**src/rtl/asteroids_pkg.sv**
```systemverilog
// Shared constants and encodings for the DE2 asteroids datapath blocks.
// Screen geometry, facing directions, colours and the bullet FSM encoding.
package asteroids_pkg;

  localparam int SCREEN_W = 160;
  localparam int SCREEN_H = 120;
  localparam int SHIP_X   = 80;
  localparam int SHIP_Y   = 60;

  localparam logic [1:0] DIR_UP    = 2'b00;
  localparam logic [1:0] DIR_DOWN  = 2'b01;
  localparam logic [1:0] DIR_RIGHT = 2'b10;
  localparam logic [1:0] DIR_LEFT  = 2'b11;

  localparam logic [2:0] COL_BLACK = 3'b000;
  localparam logic [2:0] COL_WHITE = 3'b111;

  typedef enum logic [2:0] {
    B_IDLE  = 3'd0,
    B_DRAW  = 3'd1,
    B_WAIT  = 3'd2,
    B_ERASE = 3'd3,
    B_MOVE  = 3'd4
  } bullet_state_e;

  // True when one more step along dir would leave the screen.
  function automatic logic at_edge(input logic [1:0] dir,
                                   input logic [7:0] px,
                                   input logic [6:0] py,
                                   input logic [7:0] x_max,
                                   input logic [6:0] y_max);
    logic hit;
    hit = 1'b0;
    case (dir)
      DIR_UP:    hit = (py == 7'd0);
      DIR_DOWN:  hit = (py == y_max);
      DIR_RIGHT: hit = (px == x_max);
      DIR_LEFT:  hit = (px == 8'd0);
      default:   hit = 1'b0;
    endcase
    return hit;
  endfunction

endpackage

```
**src/rtl/bullet_engine.sv**
```systemverilog
// Single-bullet motion and pixel plotter: draws, waits for a tick, erases,
// steps one pixel, and retires the bullet at the screen edge.
module bullet_engine
  import asteroids_pkg::*;
#(
  parameter logic [7:0] X_START       = 8'(SHIP_X),
  parameter logic [6:0] Y_START       = 7'(SHIP_Y),
  parameter logic [7:0] X_MAX         = 8'(SCREEN_W - 1),
  parameter logic [6:0] Y_MAX         = 7'(SCREEN_H - 1),
  parameter logic [2:0] BULLET_COLOUR = COL_WHITE
) (
  input  logic       clock,
  input  logic       resetn,
  input  logic       fire,
  input  logic [1:0] direction,
  input  logic       tick,
  output logic [7:0] x,
  output logic [6:0] y,
  output logic [2:0] colour,
  output logic       plot,
  output logic       busy,
  output logic       done
);

  bullet_state_e state, state_nx;
  logic [7:0] pos_x;
  logic [6:0] pos_y;
  logic [1:0] dir_q;
  logic       launch, step, edge_hit;

  assign edge_hit = at_edge(dir_q, pos_x, pos_y, X_MAX, Y_MAX);

  always_ff @(posedge clock or negedge resetn) begin
    if (!resetn) state <= B_IDLE;
    else         state <= state_nx;
  end

  always_comb begin
    state_nx = state;
    launch   = 1'b0;
    step     = 1'b0;
    case (state)
      B_IDLE: if (fire) begin
        launch   = 1'b1;
        state_nx = B_DRAW;
      end
      B_DRAW:  state_nx = B_WAIT;
      B_WAIT:  if (tick) state_nx = B_ERASE;
      B_ERASE: state_nx = B_MOVE;
      B_MOVE: begin
        // Boundary is checked before stepping so the position never wraps.
        if (edge_hit) state_nx = B_IDLE;
        else begin
          step     = 1'b1;
          state_nx = B_DRAW;
        end
      end
      default: state_nx = B_IDLE;
    endcase
  end

  always_ff @(posedge clock or negedge resetn) begin
    if (!resetn) begin
      pos_x <= X_START;
      pos_y <= Y_START;
      dir_q <= DIR_UP;
    end else if (launch) begin
      pos_x <= X_START;
      pos_y <= Y_START;
      dir_q <= direction;
    end else if (step) begin
      case (dir_q)
        DIR_UP:    pos_y <= pos_y - 7'd1;
        DIR_DOWN:  pos_y <= pos_y + 7'd1;
        DIR_RIGHT: pos_x <= pos_x + 8'd1;
        default:   pos_x <= pos_x - 8'd1;
      endcase
    end
  end

  assign x      = pos_x;
  assign y      = pos_y;
  assign plot   = (state == B_DRAW) || (state == B_ERASE);
  assign colour = (state == B_DRAW) ? BULLET_COLOUR : COL_BLACK;
  assign busy   = (state != B_IDLE);
  assign done   = (state == B_MOVE) && edge_hit;

endmodule

```
**config.mk**
```make
export PLATFORM = sky130hd
export DESIGN_NAME = bullet_engine
export DESIGN_NICKNAME = d
export VERILOG_FILES = /design/src/rtl/asteroids_pkg.sv /design/src/rtl/bullet_engine.sv
export SDC_FILE = /design/constraint.sdc
export NUM_CORES = 1
export LEC_CHECK = 0
export CELL_PAD_IN_SITES_DETAIL_PLACEMENT = 1
export CELL_PAD_IN_SITES_GLOBAL_PLACEMENT = 2
export CORE_UTILIZATION = 33
export DETAILED_ROUTE_END_ITERATION = 12
export PLACE_DENSITY_LB_ADDON = 0.1
export SLEW_MARGIN = 20
export SYNTH_ARGS = -nofsm -noshare
export SYNTH_HDL_FRONTEND = slang
export SYNTH_SLANG_ARGS = --single-unit
```
**constraint.sdc**
```tcl
create_clock -name clock -period 3.2 [get_ports clock]
set_input_delay 0.64 -clock clock [delete_from_list [all_inputs] [get_ports clock]]
set_output_delay 0.64 -clock clock [all_outputs]
set_load 0.01 [all_outputs]
```
==> results of run 1 <==
-- placed cells by master, fill, tap and decap left out, types with 3 or more instances in the layout --
master / Yosys / final
dfrtp_1: 14 / 12
clkdlybuf4s50_1: 0 / 24
xnor2_1: 5 / 5
clkbuf_8: 0 / 4
a211o_1: 3 / 3
a21oi_1: 13 / 12
inv_1: 3 / 3
ha_1: 11 / 11
o21ai_0: 7 / 7
nor2_1: 8 / 8
nor3_1: 5 / 5
dfstp_2: 6 / 6
nand2_1: 15 / 15
buf_4: 3 / 6
nand3_1: 4 / 4
o21a_1: 5 / 5
nor2b_1: 3 / 3
a211oi_1: 9 / 9
mux2i_1: 7 / 7
o21bai_1: 3 / 3
xor2_1: 3 / 3
a21o_1: 5 / 5
-- layout make-up --
cell class	count	area (um^2)
flip-flops and latches	20	510.5
fillers	506	2502
multi-input cells	136	1023
clock buffers	4	55.05
repair buffers	32	302.8
well taps	52	65.06
inverters	4	15.01
-- metal layers --
metal / part of all wire / vias to the layer above / routed length [um]
met4: 0.016 / 0 / 69
met5: 0 / - / 0
met2: 0.50 / 21 / 2176
met3: 0.031 / 7 / 134
met1: 0.45 / 694 / 1980
li1: - / 682 / -
-- what timing repair did --
item	4_1_cts	5_1_grt
pin swaps	1	2
setup buffers	1	4
gates resized for setup	2	4
hold endpoints to repair	0	0
endpoints found under the setup margin	1	1
-- worst max path at each step --
stage | startpoint | to | slack, ns | depth (start not counted)
after floorplan | x[2]$_DFFE_PN0P_ | done | 0.85 | 5
after global placement | x[2]$_DFFE_PN0P_ | done | 0.31 | 6
after detailed placement | x[2]$_DFFE_PN0P_ | done | 0.25 | 6
after CTS | y[0]$_DFFE_PN0P_ | done | 0.04 | 6
after global routing | x[3]$_DFFE_PN0P_ | done | 0.24 | 6
final | x[3]$_DFFE_PN0P_ | done | 0.36 | 6
-- per-stage QoR --
stage / instance area [um^2] / worst slack, ns / hold WS [ns] / std cells / power (mW)
global route: 1972 / 0.2410 / 0.3558 / 248 / 2.672
detailed placement: 1863 / 0.2454 / 0.5199 / 239 / 2.194
CTS: 1938 / 0.04224 / 0.5318 / 244 / 2.424
floorplan: 1568 / 0.8544 / 0.3444 / 165 / 1.685
global placement: 1863 / 0.3123 / 0.5098 / 239 / 2.143
finish: 1972 / 0.3559 / 0.3242 / 248 / 2.445
-- state kept, by name, summed over array words and instances (netlist names) --
register  flops
dir_q         2
y             7
x             8
state         3
-- logic make-up after synthesis --
kind of cell             count (synthesis)
XOR/XNOR                                 8
flip-flops                              20
adder cells (fa/ha/maj)                 13
AND/OR/NAND/NOR                         50
buffers and inverters                    9
multiplexers                             7
AO/OA/AOI/OAI                           58
-- worst max-delay path, cell delays in order (launching register included) --
cell            delay, ns
dfrtp_2              0.44
or4_4                0.53
nor4_4               0.32
o211ai_2             0.14
a21oi_2              0.17
and3_1               0.17
dlymetal6s2s_1       0.16
-- where the power goes --
| part | internal (mW) | leakage (nW) | switching [mW] |
|---|---|---|---|
| clock network | 0.110 | 0.0288 | 0.0896 |
| registers | 0.392 | 0.246 | 0.212 |
| logic | 0.796 | 0.580 | 0.846 |
==> flow_summary.yaml, run 1 <==
clock_tree:
  h-tree-depth: 1
  cts_buffer_depth: 2
  path_clk_slew_ns: 0.08
  numCtsBuffers: 3
  clock_insertion_delay_worst_skew_ns: 0.26
  cts_tree: "done"
  cts_root_buffer: "clkbuf_8"
  hold_buffers: 0
  clkSinkCount: 20
timing:
  layout_min_cycle_time_ns: 2.844
  slew_headroom: 0.6699
  finalHoldViolCount: 0
  tightest_slew_ns: 0.4952
  post-route-period-util: 0.8888
  setup_viol: 0
  clock_skew_ns: 0.002759
  slew_violations: 0
  fmax_ghz: 0.3516
  rsz0062_at_grt: "false"
  setup_tns_ns: 0
critical_path:
  startpoint_type: "flop"
  r2r_cells: 8
  reg2reg_from: "dir_q[0]$_DFFE_PN0P_"
  path_max_fanout: 5
  cp.arrival_ns: 2.20
  cp_data_required_time_ns: 2.56
  timing_worst_setup_path_type: "reg2out"
  r2r_slack_ns: 0.45
  end_kind: "primary output"
  timing.rr.end: "x[7]$_DFFE_PN0P_"
placed_design:
  place_congestion: 0.7943
  io_buffer_count: 26
  hpwlAfterDp_mm: 3.252
synthesis:
  synthFlopType: "dfrtp_1"
  synth_cell_types: 46
  synth_cells: 165
  yosys-mux-area-fraction: 0.04469
  syn_area_um2: 1568
  syn_nets: 184
  yosys.area_share.adder: 0.1133
  synth_xor_area_frac: 0.04469
  synth_top_family_by_area: "compound AO/OA/AOI/OAI gates"
  yosysTopAreaCell: "dfrtp_1"
  yosys-top-cells-count: "nand2_1, dfrtp_1, a21oi_1, ha_1, a211oi_1"
  yosysSeqAreaShare: 0.3240
  yosys_warnings: 0
  async_reset_ff_frac: 1.000
  ys_ff_latch: 20
  synthSimpleGateAreaFrac: 0.1676
  synth_compound_area_frac: 0.2721
  ys_top_cells_by_area: "dfrtp_1, dfstp_2, ha_1"
  synth_top_area_frac: 0.2235
  synth.most_common_cell: "nand2_1"
  synth_edf_count: 0
  synth_area_per_cell_um2: 9.502
global_route:
  grt_use_met3: 0.03561
  track_usage: 0.1879
  grt_max_degree: 21
  grt_pass1_vias: 1501
  top_usage_layer: "met2"
  grt-ovfl-total: 0
  antenna_found_initial: 0
  grtUsageMet2: 0.3333
  grt_pass1_wl_mm: 7.300
  grt_use_met1: 0.2278
power_and_ir_drop:
  ir_drop_v: 0.0004859
  powerDensity_nw_per_um2: 1240
  leakage_nw: 0.8546
outcome:
  violations: "DRC"
  status: "complete, but fails checks"
floorplanning:
  initial_core_util: 0.3504
  std_cell_rows: 24
  io_pins: 27
  chipWidth_um: 70.93
  die_area_um2: 5030
  coreArea_um2: 4474
  die_y_um: 70.93
layout:
  diodes: 0
  nets: 216
  drive_above_1_share: 0.1531
  area_growth_pct: 25.78
  fin_util: 0.4407
hold_path:
  hold_class: "in2async"
detailed_routing:
  via_per_inst: 5.661
  ant_nets: 0
  wl_mm: 4.360
  vias: 1404
  drcViolationCount: 2
  first_iter_violations: 28
  wl_per_cell_um: 17.58
  drtPass1Iterations: 9
run:
  drv_cap: 0
Power figures use the tool's default switching activity.
==> run 2: changes to the inputs <==
--- a/config.mk
+++ b/config.mk
@@ -7,6 +7,7 @@
 export LEC_CHECK = 0
 export CELL_PAD_IN_SITES_DETAIL_PLACEMENT = 1
 export CELL_PAD_IN_SITES_GLOBAL_PLACEMENT = 2
+export CORE_MARGIN = 2
 export CORE_UTILIZATION = 33
 export DETAILED_ROUTE_END_ITERATION = 12
 export PLACE_DENSITY_LB_ADDON = 0.1
==> flow_summary.yaml, run 2 (synthesis gave the netlist of run 1 again) <==
floorplanning:
  chipWidth_um: 72.93
  die_y_um: 72.93
  coreArea_um2: 4661
  die_area_um2: 5318
  initial_core_util: 0.3364
  io_pins: 27
  std_cell_rows: 25
timing:
  fmax_ghz: 0.3437
  slew_violations: 0
  tightest_slew_ns: 0.9665
  finalHoldViolCount: 0
  slew_headroom: 0.3536
  setup_tns_ns: 0
  clock_skew_ns: 0.005783
  post-route-period-util: 0.9093
  setup_viol: 0
  rsz0062_at_grt: "false"
  layout_min_cycle_time_ns: 2.910
layout:
  mostFrequentLayoutCell: "clkdlybuf4s50_1"
  diodes: 0
  nFillCells: 540
  drive_above_1_share: 0.1244
  multi_input_area_um2: 1023
  seq_area_um2: 509.2
  largest_reg_flops: 8
  final_cell_mix: "clkdlybuf4s50_1, nand2_1, dfrtp_1"
  fin_area_um2: 1946
  nets: 213
  area_growth_pct: 24.10
critical_path:
  startpoint_type: "flop"
  cp.arrival_ns: 2.27
  timing.rr.end: "x[7]$_DFFE_PN0P_"
  reg2reg_from: "dir_q[0]$_DFFE_PN0P_"
  r2r_cells: 8
  cp_data_required_time_ns: 2.56
  end_kind: "primary output"
  r2r_slack_ns: 0.55
  path_max_fanout: 5
  timing_worst_setup_path_type: "reg2out"
detailed_routing:
  via_per_inst: 5.745
  drcViolationCount: 0
  wl_mm: 4.513
  wl_per_cell_um: 18.27
  drtPass1Iterations: 4
  ant_nets: 0
  vias: 1419
  first_iter_violations: 59
clock_tree:
  numCtsBuffers: 3
  path_clk_slew_ns: 0.08
  clock_insertion_delay_worst_skew_ns: 0.26
  cts_tree: "done"
  clkSinkCount: 20
  hold_buffers: 0
  h-tree-depth: 1
  cts_root_buffer: "clkbuf_8"
  cts_buffer_depth: 2
hold_path:
  worstHoldStart: "x[6]$_DFFE_PN1P_"
  min_path_cells: 2
  hold_class: "reg2reg"
  min_to: "x[6]$_DFFE_PN1P_"
placed_design:
  placed_cell_area_um2: 1866
  place_congestion: 0.7736
  io_buffer_count: 26
  hpwlAfterDp_mm: 3.249
global_route:
  antenna_found_initial: 0
  grt_pass1_vias: 1506
  track_usage: 0.1827
  grt-ovfl-total: 0
  grt_pass1_wl_mm: 7.472
  grt_max_degree: 20
outcome:
  status: "finished clean"
run:
  drv_cap: 0
power_and_ir_drop:
  leakage_nw: 0.8340
  powerDensity_nw_per_um2: 1239
  fin_total_pwr_mw: 2.411
  ir_drop_v: 0.0005119
==> run 2: cell count changes in the layout (fill, tap and decap cells not counted), sizes merged <==
| cell | before | now |
|---|---|---|
| buf | 7 | 3 |
| clkdlybuf4s50 | 24 | 25 |
==> run 2: per-layer routing <==
metal  track usage  up-vias  share of wire
met5             0        -              0
met4       0.06584        0          0.018
met3       0.02762        6          0.029
met2        0.3323       30           0.51
met1        0.2163      710           0.45
li1              -      673              -
==> run 2: final cells by class <==
cell class	count	share of cell area
Timing Repair Buffer	29	0.1466
Sequential cell	20	0.2617
Multi-Input combinational cell	136	0.5260
Inverter	4	0.007717
Clock buffer	4	0.02315
Tap cell	54	0.03473
==> run 2: how the worst max path moves through the flow <==
stage	startpoint	to	slack, ns	cells after the start
after floorplan	x[2]$_DFFE_PN0P_	done	0.85	5
after CTS	x[2]$_DFFE_PN0P_	done	0.06	6
final	x[2]$_DFFE_PN0P_	done	0.29	6
after detailed placement	x[2]$_DFFE_PN0P_	done	0.26	6
after global placement	x[2]$_DFFE_PN0P_	done	0.30	6
after global routing	x[2]$_DFFE_PN0P_	done	0.16	6
==> run 2: stage by stage <==
step / cells / util / worst slack [ns] / hold WS, ns
final: 247 / 0.4175 / 0.2903 / 0.5314
after global routing: 247 / 0.4175 / 0.1587 / 0.5785
after CTS: 246 / 0.4142 / 0.05779 / 0.5361
after detailed placement: 241 / 0.4003 / 0.2569 / 0.5266
after global placement: 241 / 0.4003 / 0.3016 / 0.5096
after floorplan: 165 / - / 0.8544 / 0.3444
==> run 2: repair_timing <==
item,in CTS,in global routing
gates resized for setup,2,3
pin swaps,1,2
buffers inserted,1,1
endpoints found under the setup margin,1,1
gates cloned,0,0
==> run 2: worst max-delay path: stages, from the launching register on <==
cell,delay [ns]
dfrtp_2,0.44
or4_4,0.56
nor4_4,0.34
o211ai_2,0.15
a21oi_2,0.19
and3_1,0.18
dlymetal6s2s_1,0.16
==> run 2: power breakdown <==
group	switching, mW	internal (mW)
sequential	0.221	0.391
combinational	0.840	0.781
clock	0.0903	0.0887
total	1.15	1.26
